--- src/rtl/hilo_muldiv_seq.sv ---
// Sequential HI/LO multiply/divide unit: 32-step shift-add multiply and
// restoring divide behind a start/busy/done handshake, plus MTHI/MTLO writes.
module hilo_muldiv_seq (
   input  logic        clk,
   input  logic        reset,
   input  logic        start,
   input  logic [2:0]  op,
   input  logic [31:0] A,
   input  logic [31:0] B,
   output logic [31:0] outHI,
   output logic [31:0] outLO,
   output logic        busy,
   output logic        done,
   output logic        divZero
);

   typedef enum logic [1:0] {
      S_IDLE = 2'd0,
      S_RUN  = 2'd1,
      S_FIX  = 2'd2
   } state_t;

   localparam logic [2:0] OP_MTHI = 3'b100;
   localparam logic [2:0] OP_MTLO = 3'b101;

   state_t      r_state;
   state_t      w_state_nxt;

   logic [31:0] r_hi;
   logic [31:0] r_lo;
   logic        r_busy;
   logic        r_done;
   logic        r_div_zero;
   logic [4:0]  r_cnt;

   logic [31:0] r_acc_hi;
   logic [31:0] r_acc_lo;
   logic [31:0] r_opnd;
   logic [31:0] r_a_orig;
   logic        r_is_div;
   logic        r_neg_res;
   logic        r_neg_rem;
   logic        r_b_zero;

   logic        w_start_arith;
   logic        w_start_mt;
   logic        w_a_neg;
   logic        w_b_neg;
   logic [31:0] w_a_mag;
   logic [31:0] w_b_mag;

   logic [32:0] w_mul_add;
   logic [32:0] w_div_shift;
   logic [32:0] w_div_trial;
   logic [31:0] w_step_hi;
   logic [31:0] w_step_lo;

   logic [63:0] w_prod;
   logic [63:0] w_prod_fix;
   logic [31:0] w_quo_fix;
   logic [31:0] w_rem_fix;
   logic [31:0] w_fix_hi;
   logic [31:0] w_fix_lo;

   function automatic logic [31:0] f_cond_neg32(input logic [31:0] v, input logic neg);
      return neg ? (~v + 32'd1) : v;
   endfunction

   function automatic logic [63:0] f_cond_neg64(input logic [63:0] v, input logic neg);
      return neg ? (~v + 64'd1) : v;
   endfunction

   assign outHI   = r_hi;
   assign outLO   = r_lo;
   assign busy    = r_busy;
   assign done    = r_done;
   assign divZero = r_div_zero;

   // Issue decode; ops 000 and 010 are the signed ones
   assign w_start_arith = (r_state == S_IDLE) && start && !op[2];
   assign w_start_mt    = (r_state == S_IDLE) && start && (op == OP_MTHI || op == OP_MTLO);
   assign w_a_neg       = !op[0] && A[31];
   assign w_b_neg       = !op[0] && B[31];
   assign w_a_mag       = f_cond_neg32(A, w_a_neg);
   assign w_b_mag       = f_cond_neg32(B, w_b_neg);

   // One iteration: multiply adds then shifts right, divide shifts left then trial-subtracts
   assign w_mul_add   = r_acc_lo[0] ? ({1'b0, r_acc_hi} + {1'b0, r_opnd}) : {1'b0, r_acc_hi};
   assign w_div_shift = {r_acc_hi, r_acc_lo[31]};
   assign w_div_trial = w_div_shift - {1'b0, r_opnd};

   always_comb begin
      w_step_hi = w_mul_add[32:1];
      w_step_lo = {w_mul_add[0], r_acc_lo[31:1]};
      if (r_is_div) begin
         w_step_hi = w_div_trial[32] ? w_div_shift[31:0] : w_div_trial[31:0];
         w_step_lo = {r_acc_lo[30:0], ~w_div_trial[32]};
      end
   end

   // Sign fix-up and divide-by-zero override applied at the FIX edge
   assign w_prod     = {r_acc_hi, r_acc_lo};
   assign w_prod_fix = f_cond_neg64(w_prod, r_neg_res);
   assign w_quo_fix  = f_cond_neg32(r_acc_lo, r_neg_res);
   assign w_rem_fix  = f_cond_neg32(r_acc_hi, r_neg_rem);

   always_comb begin
      w_fix_hi = w_prod_fix[63:32];
      w_fix_lo = w_prod_fix[31:0];
      if (r_is_div && r_b_zero) begin
         w_fix_hi = r_a_orig;
         w_fix_lo = 32'hFFFF_FFFF;
      end else if (r_is_div) begin
         w_fix_hi = w_rem_fix;
         w_fix_lo = w_quo_fix;
      end
   end

   always_ff @(posedge clk) begin
      if (reset) begin
         r_state <= S_IDLE;
      end else begin
         r_state <= w_state_nxt;
      end
   end

   always_comb begin
      w_state_nxt = r_state;
      case (r_state)
         S_IDLE:  if (w_start_arith) w_state_nxt = S_RUN;
         S_RUN:   if (r_cnt == 5'd31) w_state_nxt = S_FIX;
         S_FIX:   w_state_nxt = S_IDLE;
         default: w_state_nxt = S_IDLE;
      endcase
   end

   always_ff @(posedge clk) begin
      if (reset) begin
         r_hi       <= 32'd0;
         r_lo       <= 32'd0;
         r_busy     <= 1'b0;
         r_done     <= 1'b0;
         r_div_zero <= 1'b0;
         r_cnt      <= 5'd0;
         r_acc_hi   <= 32'd0;
         r_acc_lo   <= 32'd0;
         r_opnd     <= 32'd0;
         r_a_orig   <= 32'd0;
         r_is_div   <= 1'b0;
         r_neg_res  <= 1'b0;
         r_neg_rem  <= 1'b0;
         r_b_zero   <= 1'b0;
      end else begin
         r_done <= 1'b0;
         case (r_state)
            S_IDLE: begin
               if (w_start_arith) begin
                  r_busy     <= 1'b1;
                  r_div_zero <= 1'b0;
                  r_cnt      <= 5'd0;
                  r_acc_hi   <= 32'd0;
                  r_acc_lo   <= op[1] ? w_a_mag : w_b_mag;
                  r_opnd     <= op[1] ? w_b_mag : w_a_mag;
                  r_a_orig   <= A;
                  r_is_div   <= op[1];
                  r_neg_res  <= w_a_neg ^ w_b_neg;
                  r_neg_rem  <= w_a_neg;
                  r_b_zero   <= (B == 32'd0);
               end else if (w_start_mt) begin
                  r_div_zero <= 1'b0;
                  if (op == OP_MTHI) begin
                     r_hi <= A;
                  end else begin
                     r_lo <= A;
                  end
               end
            end
            S_RUN: begin
               r_acc_hi <= w_step_hi;
               r_acc_lo <= w_step_lo;
               r_cnt    <= r_cnt + 5'd1;
            end
            S_FIX: begin
               r_hi       <= w_fix_hi;
               r_lo       <= w_fix_lo;
               r_busy     <= 1'b0;
               r_done     <= 1'b1;
               r_div_zero <= r_is_div && r_b_zero;
            end
            default: r_busy <= 1'b0;
         endcase
      end
   end

endmodule

--- config.mk ---
export PLATFORM = sky130hd
export DESIGN_NAME = hilo_muldiv_seq
export DESIGN_NICKNAME = d
export VERILOG_FILES = /design/src/rtl/hilo_muldiv_seq.sv
export SDC_FILE = /design/constraint.sdc
export NUM_CORES = 1
export LEC_CHECK = 0
export CAP_MARGIN = 20
export CORE_MARGIN = 8
export CORE_UTILIZATION = 30
export DETAILED_ROUTE_END_ITERATION = 10
export GPL_ROUTABILITY_DRIVEN = 0
export HOLD_SLACK_MARGIN = 0.08
export PLACE_DENSITY_LB_ADDON = 0.3
export SETUP_SLACK_MARGIN = 0.1
export SYNTH_ARGS = -nofsm -noshare
export SYNTH_HDL_FRONTEND = slang
export SYNTH_SLANG_ARGS = --single-unit
--- constraint.sdc ---
create_clock -name clk -period 4.7 [get_ports clk]
set_input_delay 0.94 -clock clk [delete_from_list [all_inputs] [get_ports clk]]
set_output_delay 0.94 -clock clk [all_outputs]
set_load 0.02 [all_outputs]
==> out/results.ini <==
[synthesis]
synth_edf_count = 0
ys_async_sr_fraction = 0
synth_fp_nets = 2420
ys_types = 79
avgSynthCellArea_um2 = 7.23
ys_ff_latch = 206
syn_inst = 2278
ys.flop_type = dfxtp_1
yosysWarnings = 0
synth_area_um2 = 16500
synth_seq_area_share = 0.250

[timing]
slew_violations = 0
holdWs_ps = 452
worst_pin_slew_ps = 1160
fin_crit_ps = 4150
setup_viol = 0
skew_ps = 11.6
max_slew_margin = 0.226
final.setup.tns_ps = 0
fin_crit_sh = 0.883
hold_viol_final = 0
fmax_ghz = 0.241
rsz0062_at_grt = false

[worst_setup_path]
critPathCaptureType = flop
path_class = reg2reg
cp_slowest_stage_delay_ps = 440
worstPathRequired_ps = 5150
path_common_cell = buf_4
crit_arrival_ps = 4600
slowest_stage = dfxtp_1
crit_path_start_kind = flop
path_cells = inv_1 -> ha_1 -> fa_1 -> nor2b_1 -> o31a_1 -> o21ai_0 -> buf_4 -> o41a_1 -> a211oi_1 -> xnor2_2 -> buf_4 -> mux2i_1 -> a221oi_1 -> a21o_1
reg2reg_slack_ps = 550
path_max_fanout = 21

[pwr]
netSwitchingFraction = 0.350
peakVddDrop_v = 0.000292
clock_power_share = 0.357
p_leak_nw = 7.27
p_total_mw = 5.48
power_frac_comb = 0.287
p_int_mw = 3.56
p_seq_frac = 0.357
powerDensity_nw_per_um2 = 282
p_sw_mw = 1.92

[global_routing]
grt_usage = 0.211
grt_pass1_vias = 16900
grt_start_max_net_pins = 87
grt.overflow.total = 0
antenna_found_initial = 5
grt_pass1_wl_mm = 105

[clocking]
cts-root-buf = clkbuf_16
h-tree-depth = 1
post_cts.repair.setup_buffers = 0
ctsHoldBuffers = 0
cts_resized = 0
cts_buffers = 25
cts_tree = built
clk_pin_slew_ps = 60
worstSkewPairLatency_ps = 560
clockBufferDepth = 3
cts.sink_count = 206

[run]
maxCapViolCount = 0

[floorplan]
initial_utilization = 0.301
num_rows = 86
io_pins = 137
fp.dieH_um = 250
die_w_um = 250
core_area_um2 = 54700
die_area_um2 = 62700

[detailed_routing]
drt_first_pass_iters = 7
viasPerCell = 5.90
antenna_left = 0
first_iter_violations = 2099
vias = 18000
wirelength_mm = 69.8
drc_errors = 0
wl_per_cell_um = 22.9

[place]
hpwl_mm = 53.5
portBuffers = 136
place_inst = 3008

[cells_and_area]
final_common_cell = nand2_1
drive_above_1_share = 0.0579
final_util = 0.355
fillers = 5795
final_nets = 2473
area_growth_pct = 17.9
final_cell_mix = nand2_1 (323), a21oi_1 (258), dfxtp_1 (205)
final_cells = 3053

[status]
status = completed

[min_path]
holdCritPathClass = reg2reg

==> stage by stage <==
stage,area [um^2],worst slack [ps]
2_1_floorplan,16500,1250
3_3_place_gp,18600,683
3_5_place_dp,18600,612
4_1_cts,19400,591
5_1_grt,19400,365
6_report,19400,548
==> worst max-delay path, delay by kind of cell (launching register included) <==
family	cells	cell delay, ps
AO/OA/AOI/OAI	6	1450
XOR/XNOR	1	350
adder cells (fa/ha/maj)	2	660
buffers and inverters	3	690
flip-flops	1	440
multiplexers	1	280
AND/OR/NAND/NOR	1	190
==> layout make-up <==
cell class | instances | area [um^2] | area share
Antenna cell | 1 | 2.50 | 0.000129
Clock buffer | 35 | 693 | 0.0357
Clock inverter | 9 | 108 | 0.00554
Inverter | 65 | 244 | 0.0126
Multi-Input combinational cell | 1830 | 11500 | 0.590
Sequential cell | 206 | 4130 | 0.213
Tap cell | 704 | 881 | 0.0453
Timing Repair Buffer | 203 | 1910 | 0.0981
==> cell families after synthesis <==
family | after synthesis | synth area share
simple gates | 773 | 0.215
mux | 61 | 0.0375
fa+ha+maj | 72 | 0.0556
buf+inv | 242 | 0.0561
flops | 206 | 0.250
compound gates | 756 | 0.296
xor+xnor | 168 | 0.0893
==> power by group through the flow <==
stage	Clock [mW]	Combinational [mW]	Sequential, mW
after detailed placement	0	1.53	1.99
after global routing	2.05	1.70	1.96
after CTS	1.97	1.54	1.95
after floorplan	0	1.04	1.93
after global placement	0	1.52	1.99
final	1.96	1.57	1.96
==> sequential cells by signal (all words and copies together) (netlist names), 2 cells and up <==
signal / cells
r_acc_hi: 32
r_a_orig: 32
outHI: 32
r_opnd: 32
outLO: 32
r_acc_lo: 32
r_cnt: 5
r_state: 2
==> path summary, 6_finish.rpt <==
kind                      from      endpoint  cells after the start
hold / removal    r_a_orig[10]  r_a_orig[10]                      2
setup / recovery  r_acc_lo[31]  r_acc_hi[24]                     14
setup reg to reg  r_acc_lo[31]  r_acc_hi[24]                     14
hold reg to reg   r_a_orig[10]  r_a_orig[10]                      2
==> routing by layer <==
layer / routed length, um / up-vias / track usage
met5: 45 / - / 0
met4: 2270 / 6 / 0.0637
met3: 6030 / 152 / 0.0463
met2: 31400 / 769 / 0.336
met1: 30100 / 8731 / 0.283
li1: - / 8365 / -
==> synthesized netlist by cell type, types with 24 or more instances <==
cell,count,area share
nand2_1,323,0.074
a21oi_1,258,0.078
dfxtp_1,206,0.25
nor2_1,198,0.045
clkbuf_1,152,0.035
o21ai_0,117,0.036
xnor2_1,93,0.049
xor2_1,75,0.040
a211oi_1,70,0.032
ha_1,70,0.053
inv_1,63,0.014
mux2i_1,55,0.033
o211ai_1,46,0.021
nor3_1,42,0.013
nand3_1,37,0.011
o31ai_1,31,0.014
a21o_1,27,0.012
a22o_1,24,0.013
Note: power is estimated with default switching activity, not from simulation.
